### src/rtl/uart_tx_if.sv
// rtl/uart_tx_if.sv - byte request / serial status bundle between control logic and uart_tx
interface uart_tx_if;
  logic       TX_start;
  logic [7:0] TX_byte;
  logic       TX_serial;
  logic       TX_busy;
  logic       TX_done;

  modport master (
    output TX_start,
    output TX_byte,
    input  TX_serial,
    input  TX_busy,
    input  TX_done
  );

  modport slave (
    input  TX_start,
    input  TX_byte,
    output TX_serial,
    output TX_busy,
    output TX_done
  );
endinterface

### src/rtl/uart_tx.sv
// rtl/uart_tx.sv - 8N1 UART transmitter; define UART_TX_PARITY_EN to insert an even parity bit
module uart_tx #(
  parameter int CLOCK_TICKS_PER_BIT = 128
) (
  input logic     clock_in,
  input logic     reset_in,
  uart_tx_if.slave tx
);

  localparam int CW = $clog2(CLOCK_TICKS_PER_BIT);
  localparam logic [CW-1:0] LAST_TICK = CW'(CLOCK_TICKS_PER_BIT - 1);

`ifdef UART_TX_PARITY_EN
  typedef enum logic [2:0] {
    IDLE          = 3'd0,
    TX_START_BIT  = 3'd1,
    TX_DATA_BITS  = 3'd2,
    TX_STOP_BIT   = 3'd3,
    TX_PARITY_BIT = 3'd4
  } state_t;
`else
  typedef enum logic [2:0] {
    IDLE         = 3'd0,
    TX_START_BIT = 3'd1,
    TX_DATA_BITS = 3'd2,
    TX_STOP_BIT  = 3'd3
  } state_t;
`endif

  state_t        state;
  logic [CW-1:0] tick_cnt;
  logic [2:0]    bit_idx;
  logic [7:0]    shift_reg;
  logic          serial_q;
  logic          busy_q;
  logic          done_q;
`ifdef UART_TX_PARITY_EN
  logic          parity_q;
`endif

  assign tx.TX_serial = serial_q;
  assign tx.TX_busy   = busy_q;
  assign tx.TX_done   = done_q;

  // serial_q is loaded one edge ahead of each bit so the line changes exactly on bit boundaries
  always_ff @(posedge clock_in) begin
    if (reset_in) begin
      state     <= IDLE;
      tick_cnt  <= '0;
      bit_idx   <= '0;
      shift_reg <= '0;
      serial_q  <= 1'b1;
      busy_q    <= 1'b0;
      done_q    <= 1'b0;
`ifdef UART_TX_PARITY_EN
      parity_q  <= 1'b0;
`endif
    end else begin
      done_q <= 1'b0;
      case (state)
        IDLE: begin
          serial_q <= 1'b1;
          busy_q   <= 1'b0;
          tick_cnt <= '0;
          bit_idx  <= '0;
          if (tx.TX_start) begin
            shift_reg <= tx.TX_byte;
            serial_q  <= 1'b0;
            busy_q    <= 1'b1;
            state     <= TX_START_BIT;
`ifdef UART_TX_PARITY_EN
            parity_q  <= ^tx.TX_byte;
`endif
          end
        end

        TX_START_BIT: begin
          if (tick_cnt == LAST_TICK) begin
            tick_cnt  <= '0;
            serial_q  <= shift_reg[0];
            shift_reg <= {1'b0, shift_reg[7:1]};
            state     <= TX_DATA_BITS;
          end else begin
            tick_cnt <= tick_cnt + 1'b1;
          end
        end

        TX_DATA_BITS: begin
          if (tick_cnt == LAST_TICK) begin
            tick_cnt <= '0;
            if (bit_idx == 3'd7) begin
              bit_idx <= '0;
`ifdef UART_TX_PARITY_EN
              serial_q <= parity_q;
              state    <= TX_PARITY_BIT;
`else
              serial_q <= 1'b1;
              state    <= TX_STOP_BIT;
`endif
            end else begin
              bit_idx   <= bit_idx + 3'd1;
              serial_q  <= shift_reg[0];
              shift_reg <= {1'b0, shift_reg[7:1]};
            end
          end else begin
            tick_cnt <= tick_cnt + 1'b1;
          end
        end

`ifdef UART_TX_PARITY_EN
        TX_PARITY_BIT: begin
          if (tick_cnt == LAST_TICK) begin
            tick_cnt <= '0;
            serial_q <= 1'b1;
            state    <= TX_STOP_BIT;
          end else begin
            tick_cnt <= tick_cnt + 1'b1;
          end
        end
`endif

        TX_STOP_BIT: begin
          if (tick_cnt == LAST_TICK) begin
            tick_cnt <= '0;
            serial_q <= 1'b1;
            busy_q   <= 1'b0;
            done_q   <= 1'b1;
            state    <= IDLE;
          end else begin
            tick_cnt <= tick_cnt + 1'b1;
          end
        end

        default: begin
          state    <= IDLE;
          tick_cnt <= '0;
          bit_idx  <= '0;
          serial_q <= 1'b1;
          busy_q   <= 1'b0;
        end
      endcase
    end
  end

endmodule
### src/flat_wrapper.sv
// flat-port wrapper written by rule: the top's interface ports become plain ports
module uart_tx_flat 
#(
  parameter int CLOCK_TICKS_PER_BIT = 128
)
  (clock_in, reset_in, tx_TX_start, tx_TX_byte, tx_TX_serial, tx_TX_busy, tx_TX_done);
  uart_tx_if tx_i ();
  input logic clock_in;
  input logic reset_in;
  input wire logic [$bits(tx_i.TX_start)-1:0] tx_TX_start;
  input wire logic [$bits(tx_i.TX_byte)-1:0] tx_TX_byte;
  output wire logic [$bits(tx_i.TX_serial)-1:0] tx_TX_serial;
  output wire logic [$bits(tx_i.TX_busy)-1:0] tx_TX_busy;
  output wire logic [$bits(tx_i.TX_done)-1:0] tx_TX_done;
  assign tx_i.TX_start = tx_TX_start;
  assign tx_i.TX_byte = tx_TX_byte;
  assign tx_TX_serial = tx_i.TX_serial;
  assign tx_TX_busy = tx_i.TX_busy;
  assign tx_TX_done = tx_i.TX_done;
  uart_tx #(.CLOCK_TICKS_PER_BIT(CLOCK_TICKS_PER_BIT)) u_core (.clock_in(clock_in), .reset_in(reset_in), .tx(tx_i));
endmodule
### config.mk
export PLATFORM = sky130hd
export DESIGN_NAME = uart_tx_flat
export DESIGN_NICKNAME = d
export VERILOG_FILES = /design/src/rtl/uart_tx_if.sv /design/src/rtl/uart_tx.sv /design/src/flat_wrapper.sv
export SDC_FILE = /design/constraint.sdc
export NUM_CORES = 1
export LEC_CHECK = 0
export ABC_AREA = 1
export CORE_MARGIN = 2
export CORE_UTILIZATION = 33
export CTS_CLUSTER_DIAMETER = 100
export CTS_CLUSTER_SIZE = 40
export DETAILED_ROUTE_END_ITERATION = 8
export MAX_ROUTING_LAYER = met4
export SYNTH_ARGS = -nofsm -noshare
export SYNTH_HDL_FRONTEND = slang
export SYNTH_SLANG_ARGS = --single-unit
### constraint.sdc
create_clock -name clock_in -period 1.5 [get_ports clock_in]
set_input_delay 0.3 -clock clock_in [delete_from_list [all_inputs] [get_ports clock_in]]
set_output_delay 0.3 -clock clock_in [all_outputs]
set_load 0.02 [all_outputs]
==> impl_metrics.toml <==
[setup_path]
r2r_cells = 8
worst-path-stages = 1
end_kind = "output port"
cp_slowest_cell = "clkdlybuf4s50_1"
critical_path_class = "reg -> out"
cp.buffers_inverters = 1
startpoint_type = "flop"
crit_chain = "clkdlybuf4s50_1"
crit_path_max_fanout = 1
critPathArrivalTime_ns = 1.15
worstSetupStartpoint = "u_core.tx.TX_done"
path_delay_family = "buffers and inverters"
critPathMaxStageDelay_ns = 0.59
r2r_start = "u_core.state[0]"
cp_data_required_time_ns = 1.20
reg2reg_setup_slack_ns = 0.07

[finish]
drive_above_1_share_pct = 27.0
largest_reg_flops = 8
fin_area_sq_um = 1690
synthToLayoutAreaGrowth_pct = 29.0
diodes = 0
nNetsFinal = 216
final_cell_mix = "nand2_1, dfxtp_1, nor2_1"
final_common_cell = "nand2_1"

[drt]
drtIter0Drc = 47
first_pass_iters = 4
top_layer_used = "met4"
drt-wirelength-per-cell_microns = 10.2
antenna_left = 0
met1Wirelength_mm = 1.23
vias_per_cell = 4.52
wirelength_mm = 2.48
drc_errors = 0
vias = 1103
dr_wl_met2_mm = 1.16
wl_met3_microns = 51

[logic_synthesis]
synth_cell_type_count = 27
syn_nets = 189
syn_area_per_cell_sq_um = 7.71
synth_area_leaders = "dfxtp_1, nand2_1, ha_1"
syn_inst = 170
ys_seq_area_share_pct = 35.1
syn_area_sq_um = 1310
netlist.area_leader.share_pct = 35.1
synth_seq_cells = 23
yosys.area.top_type = "dfxtp_1"
ys_warn_count = 0

[sta]
finalHoldViolations = 0
hold_ws_ns = 0.447
slew_violations = 0
max_freq_mhz = 687
period_needed_ns = 1.45
slew_headroom_pct = 83.3
setup_violations = 0
tightest_slew_ns = 0.250
min_period_over_period_pct = 97.0
finClkSkew_ns = 0.00588

[clock_tree]
clock_latency_ns = 0.26
clk_pin_slew_ns = 0.08
htree_levels = 1
numClockSinks = 23
cts_buffers = 3
cts_root_buf = "clkbuf_8"
cts_hold_buf = 0
cts_tree = "built"
clock_path_buffers = 2

[run_status]
outcome = "finished clean"

[min_path]
min_from = "u_core.tick_cnt[0]"
hold_path_depth = 1
hp-class = "reg -> reg"

[global_route]
grt_pass1_wl_mm = 4.35
globalRouteOverflowTotal = 0
grtUsageTotal_pct = 13.0
grt_pass1_vias = 1023
antenna_found_initial = 0
grt_max_degree = 17

[place]
port_buffers = 13
gp_congestion = 0.762
placed_area_sq_um = 1520
hpwl_mm = 1.75

[power]
peakVddDrop_v = 0.000968
power_density_nw_per_um2 = 1870
power_mw = 3.16
leakage_nw = 0.731

[floorplan]
core_sq_um = 3740
io_pins = 14
die-area_sq_um = 4490
die_x_microns = 67.0
start_util_pct = 35.0
rows = 22
die_h_microns = 67.0

[flow_run]
drv_cap = 0
cell type report:
class / count / area, sq um
Clock buffer: 4 / 45.0
Fill cell: 382 / 2050
Inverter: 17 / 63.8
Multi-Input combinational cell: 126 / 807
Sequential cell: 23 / 465
Tap cell: 48 / 60.1
Timing Repair Buffer: 26 / 250
worst paths after layout:
check / end
worst max-delay path: tx_TX_done
worst min-delay path: u_core.tick_cnt[0]
worst max register to register: u_core.shift_reg[1]
worst min register to register: u_core.tick_cnt[0]
synthesized netlist by cell type:
| master | number |
|---|---|
| nor2_2 | 1 |
| inv_2 | 3 |
| buf_2 | 3 |
| nor3b_1 | 3 |
| a21boi_0 | 4 |
| a21boi_1 | 3 |
| buf_6 | 1 |
| o21ai_4 | 1 |
| or2_4 | 1 |
| a21oi_1 | 8 |
| or2_1 | 1 |
| nand2_2 | 2 |
| a21oi_2 | 8 |
| nor2_1 | 20 |
| buf_12 | 1 |
| and3_1 | 1 |
| ha_1 | 8 |
| nand3_1 | 15 |
| nand3_2 | 1 |
| nor2_4 | 3 |
| nand4_1 | 1 |
| inv_1 | 14 |
| nor2_8 | 1 |
| nand2_4 | 2 |
| dfxtp_1 | 23 |
| nor3_1 | 2 |
| nand2_1 | 39 |
cells by family after synthesis:
| kind of cell | share of synthesized area [%] |
|---|---|
| compound gates | 13.6 |
| fa+ha+maj | 7.63 |
| buf+inv | 8.40 |
| flops | 35.1 |
| simple gates | 35.2 |
routing by layer:
| metal | track usage [%] | up-vias |
|---|---|---|
| li1 | - | 598 |
| met4 | 4.59 | 0 |
| met1 | 17.9 | 493 |
| met2 | 19.1 | 10 |
| met5 | - | - |
| met3 | 2.03 | 2 |
repair_timing:
item                       4_1_cts  5_1_grt
pin swaps                        3        3
resized for setup                3       17
hold endpoints to repair         0        0
gates cloned                     1        0
setup endpoints to repair       10       14
setup buffers                    4        0
where the power goes:
group	total, mW	internal [mW]	switching (mW)
Clock	0.385	0.189	0.196
Combinational	1.90	0.894	1.00
Sequential	0.872	0.772	0.100
Total	3.16	1.85	1.30
through the flow:
step	cells	TNS (ns)	worst slack, ns	util [%]
after floorplan	170	0	0.0195	-
after global placement	235	-0.737	-0.104	40.7
after detailed placement	235	-0.760	-0.103	40.7
after CTS	244	0	0.0233	43.6
after global routing	244	-0.000132	-0.0000838	45.2
final	244	0	0.0450	45.2
Power figures use the tool's default switching activity.
